[src/rtl/mcp_scan_pkg.sv]
// Shared types and constants for the MCP3xxx round-robin scanner.
// Hysteresis on the alarm flags is enabled by defining MCP_SCAN_HYST_EN.
package mcp_scan_pkg;

  typedef enum logic [1:0] {
    IDLE,
    SETUP,
    SHIFT,
    GAP
  } state_t;

  localparam logic CMD_START = 1'b1;
  localparam logic CMD_SGL   = 1'b1;

  // start, sgl, d2, d1, d0, sample, null
  localparam int HDR_EDGES = 7;

  // cs-high time between frames, in sclk half-periods
  localparam int GAP_HALVES = 3;

  function automatic logic cmd_bit(
    input logic [4:0] k,
    input logic [2:0] ch
  );
    logic b;
    b = 1'b0;
    unique case (k)
      5'd1:    b = CMD_START;
      5'd2:    b = CMD_SGL;
      5'd3:    b = ch[2];
      5'd4:    b = ch[1];
      5'd5:    b = ch[0];
      default: b = 1'b0;
    endcase
    return b;
  endfunction

endpackage

[src/rtl/mcp_sclk_gen.sv]
// SPI mode-0 clock generator: CLK_DIV cycles per half-period.
// Counter and sclk are held cleared whenever run is low.
module mcp_sclk_gen #(
  parameter int CLK_DIV = 25
) (
  input  logic clk,
  input  logic rst,
  input  logic run,
  output logic sclk,
  output logic rise_tick,
  output logic fall_tick
);

  localparam int CW = $clog2(CLK_DIV);

  logic [CW-1:0] cnt;
  logic          term;

  assign term      = run && (cnt == CW'(CLK_DIV - 1));
  assign rise_tick = term && !sclk;
  assign fall_tick = term && sclk;

  always_ff @(posedge clk) begin
    if (rst || !run) begin
      cnt  <= '0;
      sclk <= 1'b0;
    end else begin
      cnt <= term ? '0 : cnt + CW'(1);
      if (term) sclk <= ~sclk;
    end
  end

endmodule

[src/rtl/mcp_scan.sv]
// Round-robin single-ended scanner for MCP3004/3008/3204/3208 ADCs.
// Define MCP_SCAN_HYST_EN to add hysteresis to the over-threshold flags.
module mcp_scan
  import mcp_scan_pkg::*;
#(
  parameter int                  NCH      = 8,
  parameter int                  RES_BITS = 10,
  parameter int                  CLK_DIV  = 25,
  parameter logic [RES_BITS-1:0] THRESH   = RES_BITS'(512),
  parameter int                  HYST     = 16
) (
  input  logic                clk,
  input  logic                rst,
  input  logic                en,
  output logic                cs,
  output logic                sclk,
  output logic                din,
  input  logic                dout,
  output logic                sample_valid,
  output logic [2:0]          sample_ch,
  output logic [RES_BITS-1:0] sample_data,
  output logic [NCH-1:0]      over,
  output logic                r,
  output logic                g
);

  localparam int E       = HDR_EDGES + RES_BITS;
  localparam int EW      = 5;
  localparam int GAP_LEN = GAP_HALVES * CLK_DIV;
  localparam int GW      = $clog2(GAP_LEN + 1);

`ifdef MCP_SCAN_HYST_EN
  localparam bit HYST_ON = 1'b1;
`else
  localparam bit HYST_ON = 1'b0;
`endif

  localparam int LO_I = (int'(THRESH) > HYST) ? int'(THRESH) - HYST : 0;
  localparam logic [RES_BITS-1:0] LO = RES_BITS'(LO_I);

  state_t              state, nxt;
  logic [EW-1:0]       ecnt;
  logic [GW-1:0]       gcnt;
  logic [2:0]          ptr;
  logic [RES_BITS-1:0] shreg;
  logic                run;
  logic                rise_tick;
  logic                fall_tick;
  logic                frame_end;
  logic                gap_done;
  logic                hit;
  logic                clr;

  assign run       = (state == SETUP) || (state == SHIFT);
  assign cs        = ~run;
  assign frame_end = (state == SHIFT) && fall_tick && (ecnt == EW'(E));
  assign gap_done  = (state == GAP) && (gcnt == GW'(GAP_LEN - 1));

  assign hit = sample_data >= THRESH;
  assign clr = HYST_ON ? (sample_data < LO) : !hit;

  assign r = |over;
  assign g = ~r;

  mcp_sclk_gen #(
    .CLK_DIV(CLK_DIV)
  ) u_sclk (
    .clk      (clk),
    .rst      (rst),
    .run      (run),
    .sclk     (sclk),
    .rise_tick(rise_tick),
    .fall_tick(fall_tick)
  );

  always_comb begin
    nxt = state;
    unique case (state)
      IDLE:    if (en) nxt = SETUP;
      SETUP:   if (rise_tick) nxt = SHIFT;
      SHIFT:   if (frame_end) nxt = GAP;
      GAP:     if (gap_done) nxt = en ? SETUP : IDLE;
      default: nxt = IDLE;
    endcase
  end

  always_ff @(posedge clk) begin
    if (rst) begin
      state        <= IDLE;
      ecnt         <= '0;
      gcnt         <= '0;
      ptr          <= '0;
      shreg        <= '0;
      din          <= 1'b0;
      sample_valid <= 1'b0;
      sample_ch    <= '0;
      sample_data  <= '0;
      over         <= '0;
    end else begin
      state        <= nxt;
      sample_valid <= frame_end;

      if (!run)           ecnt <= '0;
      else if (rise_tick) ecnt <= ecnt + EW'(1);

      gcnt <= (state == GAP) ? gcnt + GW'(1) : '0;

      // bit 1 goes out with cs; the rest change on sclk falls
      if (nxt == SETUP && state != SETUP)
        din <= CMD_START;
      else if (fall_tick)
        din <= cmd_bit(ecnt + EW'(1), ptr);

      if (rise_tick && ecnt >= EW'(HDR_EDGES))
        shreg <= {shreg[RES_BITS-2:0], dout};

      if (frame_end) begin
        sample_data <= shreg;
        sample_ch   <= ptr;
        ptr         <= (ptr == 3'(NCH - 1)) ? 3'd0 : ptr + 3'd1;
      end

      for (int i = 0; i < NCH; i++)
        if (sample_valid && sample_ch == 3'(i))
          over[i] <= hit | (over[i] & ~clr);
    end
  end

endmodule

[config.mk]
export PLATFORM = sky130hd
export DESIGN_NAME = mcp_scan
export DESIGN_NICKNAME = d
export VERILOG_FILES = /design/src/rtl/mcp_scan_pkg.sv /design/src/rtl/mcp_sclk_gen.sv /design/src/rtl/mcp_scan.sv
export SDC_FILE = /design/constraint.sdc
export NUM_CORES = 1
export LEC_CHECK = 0
export ABC_AREA = 1
export ABC_CLOCK_PERIOD_IN_PS = 2400
export CAP_MARGIN = 40
export CORE_MARGIN = 2
export CORE_UTILIZATION = 51
export DETAILED_ROUTE_END_ITERATION = 10
export PLACE_DENSITY = 0.82
export REMOVE_ABC_BUFFERS = 1
export SLEW_MARGIN = 20
export SYNTH_ARGS = -nofsm -noshare
export SYNTH_HDL_FRONTEND = slang
export SYNTH_SLANG_ARGS = --single-unit
export TNS_END_PERCENT = 50
[constraint.sdc]
create_clock -name clk -period 2.4 [get_ports clk]
set_clock_uncertainty 0.15 [all_clocks]
set_input_delay 0.48 -clock clk [delete_from_list [all_inputs] [get_ports clk]]
set_output_delay 0.48 -clock clk [all_outputs]
set_load 0.02 [all_outputs]
**After elaboration in Yosys (flattened, before gate mapping)**

Index checks and enable logic that the tools add are counted.

- Input bits: 4
- Output and inout port bits: 27
- Logic and storage cells: 104
- Register bits: 56

- Reductions and logical operators: 28
- Magnitude comparators: 2
- Bitwise logic cells: 20
- Equality and inequality tests: 21
- Muxes and demuxes: 10
- Add/subtract/negate cells: 4

Operators with widths:

| cell | number |
|---|---|
| $logic_and A1 B1 Y1 | 16 |
| $eq A3 B3 Y1 const B | 5 |
| $add A5 B1 Y5 const B | 2 |
| $eq A5 B2 Y1 const B | 2 |
| $eq A5 B3 Y1 const B | 2 |
| $eq A5 B5 Y1 const B | 2 |
| $ge A10 B10 Y1 const B | 1 |
| $and A1 B1 Y1 | 8 |
| $mux W2 | 4 |
| $or A1 B1 Y1 | 8 |
| $pmux W2 S4 | 1 |
| $reduce_or A2 Y1 | 4 |
| $reduce_or A8 Y1 | 1 |
| $add A7 B1 Y7 const B | 1 |
| $eq A7 B7 Y1 const B | 1 |
| $eq A3 B2 Y1 const B | 2 |
| $eq A5 B1 Y1 const B | 1 |
| $ge A5 B3 Y1 const B | 1 |
| $eq A2 B1 Y1 const B | 2 |
| $eq A2 B2 Y1 const B | 2 |
| $not A1 Y1 | 4 |
| $pmux W1 S4 | 1 |
| $add A3 B1 Y3 const B | 1 |
| $eq A3 B1 Y1 const B | 1 |
| other kinds (8) | 12 |

**Logic depth before layout (Yosys ltp)**

Gate-level depths: netlist of the first run.

- Depth in word-level cells: 11
- Depth in mapped cells: 11
- Depth with buffers taken out: 11

**Cells and area by module**

Synthesis of the first run repeated with hierarchy kept, for this count alone.

- Cells, all modules: 344
- Area, all modules: 2547.4 sq um

Modules (own cells, without submodules):

| module | cells each | sequential area each (sq um) | area each (sq um) | instances |
|---|---|---|---|---|
| mcp_scan | 304 | 1001.0 | 2254.7 | 1 |
| mcp_sclk_gen | 40 | 120.1 | 292.8 | 1 |

**Least setup slack after synthesis of the first run**

Ideal clock, no wire load.

- Kind: reg2reg
- Start point: register state[0]
- End point: register ptr[2]
- Path buffers: 2
- Arrival: 1.466 ns
- Library setup time: 0.113 ns
- Stages on the path, launching flop included: 10
- Data required time: 2.137 ns
- Period minus slack after synthesis: 1.729 ns
- Path slack: 0.671 ns
- Path through: dfxtp_1 -> inv_1 -> ha_1 -> nand2_2 -> nor2_4 -> nand3_2 -> buf_6 -> buf_8 -> o21ai_1 -> nor2_1

- Cells in the longest elaborated chain, start to end: 6
- Elaborated cells between the ends (all ways): 7
- Classes of those cells: eq/ne (2); reduce/logical (5)

RTL lines:

| what | line | RTL |
|---|---|---|
| start: declaration | mcp_scan.sv:41 | `state_t state, nxt;` |
| start signal: assignment | mcp_scan.sv:100 | `state <= nxt;` |
| $eq A2 B1 Y1 / $eq A2 B2 Y1 (equally long branches) | mcp_scan.sv:54, mcp_scan.sv:56 |  |
| $logic_or A1 B1 Y1 | mcp_scan.sv:54 | `assign run = (state == SETUP) \|\| (state == SHIFT);` |
| $logic_and A1 B1 Y1 | mcp_sclk_gen.sv:19 | `assign term = run && (cnt == CW'(CLK_DIV - 1));` |
| $logic_and A1 B1 Y1 | mcp_sclk_gen.sv:21 | `assign fall_tick = term && sclk;` |
| $logic_and A1 B1 Y1 (*) (2 in series) | mcp_scan.sv:56 | `assign frame_end = (state == SHIFT) && fall_tick && (ecnt == EW'(E));` |
| end signal: assignment | mcp_scan.sv:120 | `ptr <= (ptr == 3'(NCH - 1)) ? 3'd0 : ptr + 3'd1;` |
| end: declaration | mcp_scan.sv:44 | `logic [2:0] ptr;` |

Mark *: on every way between the ends. The rest lies on a longest branch, timed or not.
A chain may end at the register's enable or synchronous reset.

**Final worst setup path of the first run**

- Start point: register over[3]
- End point: output r

- Cells in the longest elaborated chain, start to end: 1

RTL lines:

| what | line | RTL |
|---|---|---|
| start: declaration | mcp_scan.sv:22 | `output logic [NCH-1:0] over,` |
| start signal: indexed assignment | mcp_scan.sv:125 | `over[i] <= hit \| (over[i] & ~clr);` |
| $reduce_or A8 Y1 | mcp_scan.sv:62 | `assign r = \|over;` |
| end: declaration | mcp_scan.sv:23 | `output logic r,` |

No other way between the ends.

==> out/qor.yml, run 1 <==
run_status:
  status: "completed"
sta:
  finalHoldViolCount: 0
  fin_crit_sh_pct: 92.0
  setup_viol: 0
  maxSlewViolCount: 0
  max_freq_mhz: 453
  setup_tns_ns: 0
  worst_pin_slew_ns: 0.383
  rsz0062_at_grt: "false"
  worst_hold_slack_ns: 0.324
  worst_slack_ns: 0.192
  relSlewSlack_pct: 74.4
  post-route-min-period_ns: 2.21
synthesis:
  synth.most_common_cell: "nor2_1"
  synth_seq_cells: 56
  synthTopCellsByArea: "dfxtp_1 (45%), nor2_1 (11%), ha_1 (7.5%)"
  synth_ff_type: "dfxtp_1"
  synth_top_cell_by_area: "dfxtp_1"
  synth_edf_count: 0
  synth_area_mm2: 0.00251
  synth.distinct_cells: 25
  synth-seq-area-share_pct: 44.6
  postSynthCellCount: 336
  ys_warn_count: 0
  synth-async-reset-ratio_pct: 0
  syn-mean-instance-area_um2: 7.48
  synth_common_cells: "nor2_1 (73), dfxtp_1 (56), inv_1 (38), nand2_1 (38), o21ai_0 (35)"
  synth_top_area_share_pct: 44.6
cts:
  cts_setup_buffers: 0
  cts_max_path_buffers: 2
  clk_latency_ns: 0.30
  clock_sinks: 56
  cts.htree.levels: 2
  cts-root-buf: "clkbuf_8"
  cts_buffers: 5
  cts-hold-fix-buffers: 0
  cts.clk_slew.worst_paths_ns: 0.09
  tritoncts: "built"
route:
  drc: 0
  drt_first_pass_iters: 4
  routedWlPerCell_um: 10.4
  vias: 2104
  via_per_inst: 4.84
  drt_iter0_drc: 111
  totalWireLength_um: 4510
  postRouteAntennaNets: 0
placement:
  hpwl_um: 3380
  port_buffers: 30
  routabilityCongestion: 0.899
  placed_area_mm2: 0.00286
  pre_cts_ws_ns: 0.267
global_routing:
  grt_max_degree: 27
  antenna_found_initial: 0
  grt_overflow_total: 0
  top_usage_layer: "met2"
  grt_util_met3_pct: 4.61
  grt_util_met1_pct: 21.2
  grt_pass1_vias: 1878
  grt_pass1_wl_um: 7710
  grtUsageTotal_pct: 17.7
  grt_util_met2_pct: 30.9
floorplan:
  pin_count: 31
  rows: 25
  fp.dieH_um: 74.2
  die_w_um: 74.2
  coreArea_mm2: 0.00475
  initial_utilization_pct: 52.9
  fp.dieArea_mm2: 0.00551
power:
  p_comb_share_pct: 5.7
  switching_share_pct: 22.5
  clock_power_share_pct: 31.8
  p_int_mw: 1.17
  power.leakage_nw: 1.20
  p_seq_share_pct: 62.5
  p_switching_mw: 0.338
  p_per_area_mw_per_mm2: 512
  vdd_drop_max_mv: 0.309
worst_setup_path:
  startpoint_type: "flip-flop"
  cp.required_ns: 1.77
  critPathKind: "reg -> out"
  path_max_fanout: 3
  end_kind: "output pin"
  critPathArrivalTime_ns: 1.58
layout:
  drive_above_1_share_pct: 5.98
  antennaDiodeCount: 0
  fillers: 431
  multi_input_area_mm2: 0.00116
  syn_to_final_growth_pct: 16.9
  final_core_util_pct: 61.8
  regArea_mm2: 0.00112
  finalNetCount: 387
  final_cell_area_mm2: 0.00294
run:
  drv_cap: 0
hold_path:
  min_path_type: "reg -> reg"
==> state kept, by name, summed over array words and instances, names as in the netlist <==
name and count:
u_sclk.cnt 5, din 1, ptr 3, sample_data 10, state 2, sample_ch 3, u_sclk.sclk 1, sample_valid 1
shreg 10, gcnt 7, ecnt 5, over 8
==> metrics by stage <==
step,instances,total power [mW]
2_1_floorplan,327,1.02
3_3_place_gp,428,1.05
3_5_place_dp,428,1.05
4_1_cts,435,1.53
5_1_grt,435,1.57
6_report,435,1.51
==> cell usage in the layout (no fill, tap or decap) <==
master	n
clkinv_1	1
dlymetal6s2s_1	1
inv_2	4
clkinvlp_4	1
nor2_1	73
dfxtp_1	56
nor2_2	1
nor4_1	2
a211oi_1	1
nor3_1	2
xor2_1	5
nand3_2	2
dlygate4sd2_1	1
clkbuf_8	5
ha_1	15
a21oi_1	22
inv_1	38
o21ai_0	35
nand2_2	3
clkinv_2	1
a31oi_1	1
nor2_4	1
nand3_1	20
nand2_1	38
o21ai_1	7
clkdlybuf4s50_1	28
buf_4	4
==> power groups by stage <==
stage / Sequential, mW / Clock (mW) / Combinational, mW
finish: 0.942 / 0.479 / 0.0852
global route: 0.943 / 0.535 / 0.0961
CTS: 0.942 / 0.499 / 0.0849
detailed placement: 0.964 / 0 / 0.0862
global placement: 0.963 / 0 / 0.0843
floorplan: 0.966 / 0 / 0.0503
==> what timing repair did <==
| action | CTS | global route |
|---|---|---|
| gates cloned | 0 | 0 |
| gates resized for setup | 1 | 1 |
| setup endpoints to repair | 1 | 1 |
==> per-layer routing <==
metal	vias to the layer above	wire length, µm
met4	0	57
met5	-	0
li1	1126	-
met1	929	2140
met2	43	2120
met3	6	192
==> worst max-delay path, stage by stage (launching register included) <==
cell	delay (ns)
dfxtp_1	0.33
nor4_1	0.30
nand2_1	0.10
clkdlybuf4s50_1	0.55
==> cell families (layout without fill, tap and decap cells) <==
group	after synthesis	count (layout)	synth area share [%]
adders and majority gates	15	15	7.46
xor gates and xnor gates	5	5	1.74
and+or+nand+nor	142	142	23.7
buffers and inverters	52	84	9.25
AOI/OAI and AO/OA	66	66	13.3
DFF	56	56	44.6
==> path summary, 6_finish.rpt <==
kind              cells after the start            end          start  slack (ns)
setup / recovery                      3              r        over[3]        0.19
hold / removal                        1  u_sclk.cnt[0]  u_sclk.cnt[0]        0.32
setup reg to reg                     10       shreg[9]       state[0]        0.36
hold reg to reg                       1  u_sclk.cnt[0]  u_sclk.cnt[0]        0.32
==> layout make-up <==
| class | instances | share of cell area [%] |
|---|---|---|
| Sequential cell | 56 | 38.1 |
| Clock inverter | 2 | 0.426 |
| Clock buffer | 5 | 2.34 |
| Inverter | 43 | 5.49 |
| Timing Repair Buffer | 34 | 11.3 |
| Multi-Input combinational cell | 228 | 39.5 |
| Tap cell | 67 | 2.85 |
(Power assumes the default switching activity.)
==> run 2, diff against run 1 <==
--- a/config.mk
+++ b/config.mk
@@ -9,9 +9,9 @@
 export ABC_CLOCK_PERIOD_IN_PS = 2400
 export CAP_MARGIN = 40
 export CORE_MARGIN = 2
-export CORE_UTILIZATION = 51
+export CORE_UTILIZATION = 55
 export DETAILED_ROUTE_END_ITERATION = 10
-export PLACE_DENSITY = 0.82
+export PLACE_DENSITY = 0.87
 export REMOVE_ABC_BUFFERS = 1
 export SLEW_MARGIN = 20
 export SYNTH_ARGS = -nofsm -noshare
==> run 2 against run 1 <==
Net effect: setup slack worse by 0.017 ns; critical path depth is 1 higher; global-route usage is 2.6 points higher; fmax is 0.74% lower; first-iteration DRC count is 11% higher; cell area is 0.30% lower; final cell count is 3.2% lower; clock power is 4% higher; non-clock buffer count stayed put; flip-flop and latch count stayed put; largest cell class unchanged.
==> out/qor.yml, run 2 (synthesized netlist as in run 1, its figures left out) <==
run_status:
  status: "completed"
layout:
  layout.cells.non_filler: 421  # -3.2%
  top_regs: "sample_data x10, shreg x10, over x8"
  drive_above_1_share_pct: 5.96  # -0.016 points
  final_cell_mix: "nor2_1 (73), dfxtp_1 (56), inv_1 (38), nand2_1 (38), o21ai_0 (35)"
  syn_to_final_growth_pct: 16.6
  fillers: 359  # -17%
  antennaDiodeCount: 0  # unchanged
  finalNetCount: 387  # unchanged
  final_common_cell: "nor2_1"
placement:
  pre_cts_ws_ns: 0.267  # -0.000783 ns
  hpwl_um: 3620  # +7.1%
  port_buffers: 30  # unchanged
  dp.cells: 413  # -3.5%
  routabilityCongestion: 0.822  # -8.6%
worst_setup_path:
  critPathArrivalTime_ns: 1.59  # about the same
  startpoint_type: "flip-flop"
  cp_top_family: "buffers and inverters"
  path_max_fanout: 5  # +2
  r2r_cells: 10  # unchanged
  r2r_start: "state[0]"
  reg2reg_to: "shreg[8]"
  cp.required_ns: 1.77  # about the same
  slowest_stage: "dfxtp_1"
  cp_slowest_stage_delay_ns: 0.42  # -0.13 ns
  end_kind: "output pin"
  crit_path_cell_trace: "inv_1, ha_1, inv_1, dlygate4sd2_1"
  critPathKind: "reg -> out"
  r2r_setup_slack_ns: 0.33  # -0.03 ns
  crit_buf_inv: 3  # +2
  critPathMostFrequentCell: "inv_1"
route:
  drc: 0  # unchanged
  drt_first_pass_iters: 5  # +1
  routedWlPerCell_um: 11.6  # +12%
  via_per_inst: 5.21  # +7.7%
  drt_iter0_drc: 123  # +11%
  postRouteAntennaNets: 0  # unchanged
  totalWireLength_um: 4900  # +8.6%
  vias: 2193  # +4.2%
floorplan:
  initial_utilization_pct: 57.4  # +4.5 points
  die_w_um: 71.6  # -3.5%
  rows: 24  # -4.0%
  fp.dieArea_mm2: 0.00513  # -6.9%
  fp.dieH_um: 71.6  # -3.5%
  pin_count: 31  # unchanged
  coreArea_mm2: 0.00438  # -7.8%
sta:
  rsz0062_at_grt: "false"
  maxSlewViolCount: 0  # unchanged
  finalHoldViolCount: 0  # unchanged
  setup_tns_ns: 0  # unchanged
  setup_viol: 0  # unchanged
  worst_slack_ns: 0.176  # -0.0165 ns
  worst_hold_slack_ns: 0.316  # -0.00816 ns
  post-route-min-period_ns: 2.22  # +0.0165 ns
  max_freq_mhz: 450  # -0.74%
  worst_pin_slew_ns: 0.391  # +0.00837 ns
  relSlewSlack_pct: 73.8  # -0.56 points
  fin_crit_sh_pct: 92.7  # +0.69 points
power:
  p_int_mw: 1.18  # +0.94%
  power_mw: 1.53  # +1.3%
  p_comb_share_pct: 5.7  # about the same
  p_per_area_mw_per_mm2: 520  # +1.6%
  vdd_drop_max_mv: 0.259  # -16%
  switching_share_pct: 22.7  # +0.28 points
  clock_power_share_pct: 32.5  # +0.7 points
  p_switching_mw: 0.347  # +2.5%
  p_seq_share_pct: 61.8  # -0.7 points
  power.leakage_nw: 1.20  # +0.33%
cts:
  clk_latency_ns: 0.30  # about the same
  cts-root-buf: "clkbuf_8"
  tritoncts: "built"
  cts.clk_slew.worst_paths_ns: 0.09  # about the same
  clock_sinks: 56  # unchanged
  cts_max_path_buffers: 2  # unchanged
  cts.htree.levels: 2  # unchanged
  cts_setup_buffers: 0  # unchanged
  cts_buffers: 5  # unchanged
hold_path:
  holdPathEnd: "u_sclk.cnt[0]"
  hold_depth: 1  # unchanged
  worstHoldStart: "u_sclk.cnt[0]"
  min_path_type: "reg -> reg"
global_routing:
  antenna_found_initial: 0  # unchanged
  grt_max_degree: 27  # unchanged
  grt_pass1_wl_um: 8320  # +7.9%
  grt_pass1_vias: 1989  # +5.9%
  grt_overflow_total: 0  # unchanged
  grtUsageTotal_pct: 20.3  # +2.6 points
run:
  drv_cap: 0  # unchanged
==> run 2: worst reg2reg max path, cell delays in order (launching register included) <==
cell and delay, ns:
dfxtp_1 0.42, inv_1 0.13, ha_1 0.33, nand2_2 0.09
nor2_4 0.05, nand2_2 0.06, inv_2 0.04, nand2_2 0.15
clkinv_1 0.29, nor2_1 0.19, nor2_1 0.06
==> run 2: how the worst max path moves through the flow <==
| stage | from | end | cells past startpoint |
|---|---|---|---|
| floorplan | state[0] | shreg[0] | 10 |
| global placement | state[0] | cs | 4 |
| detailed placement | state[0] | cs | 4 |
| CTS | over[3] | g | 4 |
| global route | over[3] | r | 3 |
| finish | state[0] | cs | 4 |
==> run 2: power groups by stage <==
stage	Sequential, mW	Clock (mW)	Combinational, mW
2_1_floorplan	0.966	0	0.0503
3_3_place_gp	0.963	0	0.0838
3_5_place_dp	0.964	0	0.0875
4_1_cts	0.942	0.507	0.0858
5_1_grt	0.944	0.542	0.0970
6_report	0.943	0.496	0.0863
==> run 2: layout make-up <==
class	instances	area [µm²]	area share [%]
inverters	43	161	5.51
clock buffers	7	76.3	2.60
clock inverters	1	8.76	0.299
well taps	52	65.1	2.22
repair buffers	34	332	11.3
flip-flops and latches	56	1120	38.2
multi-input cells	228	1170	39.8
==> run 2: timing repair <==
item,in CTS,in global routing
gates cloned,0,0
hold buffers,0,0
resized for setup,1,2
setup endpoints to repair,1,2
==> run 2: metal layers <==
metal,vias to the layer above,part of all wire [%],wire [µm],global-route usage (%)
met1,986,42,2060,23.2
met2,62,52,2530,36.6
met5,-,0,0,0
li1,1134,-,-,-
met3,11,4.2,204,3.66
met4,0,2.1,105,9.01
==> run 2: metrics by stage <==
| stage | util [%] | area (µm²) |
|---|---|---|
| 2_1_floorplan | - | 2440 |
| 5_1_grt | 66.9 | 2930 |
| 3_5_place_dp | 64.8 | 2840 |
| 6_report | 66.9 | 2930 |
| 4_1_cts | 66.7 | 2920 |
| 3_3_place_gp | 64.8 | 2840 |
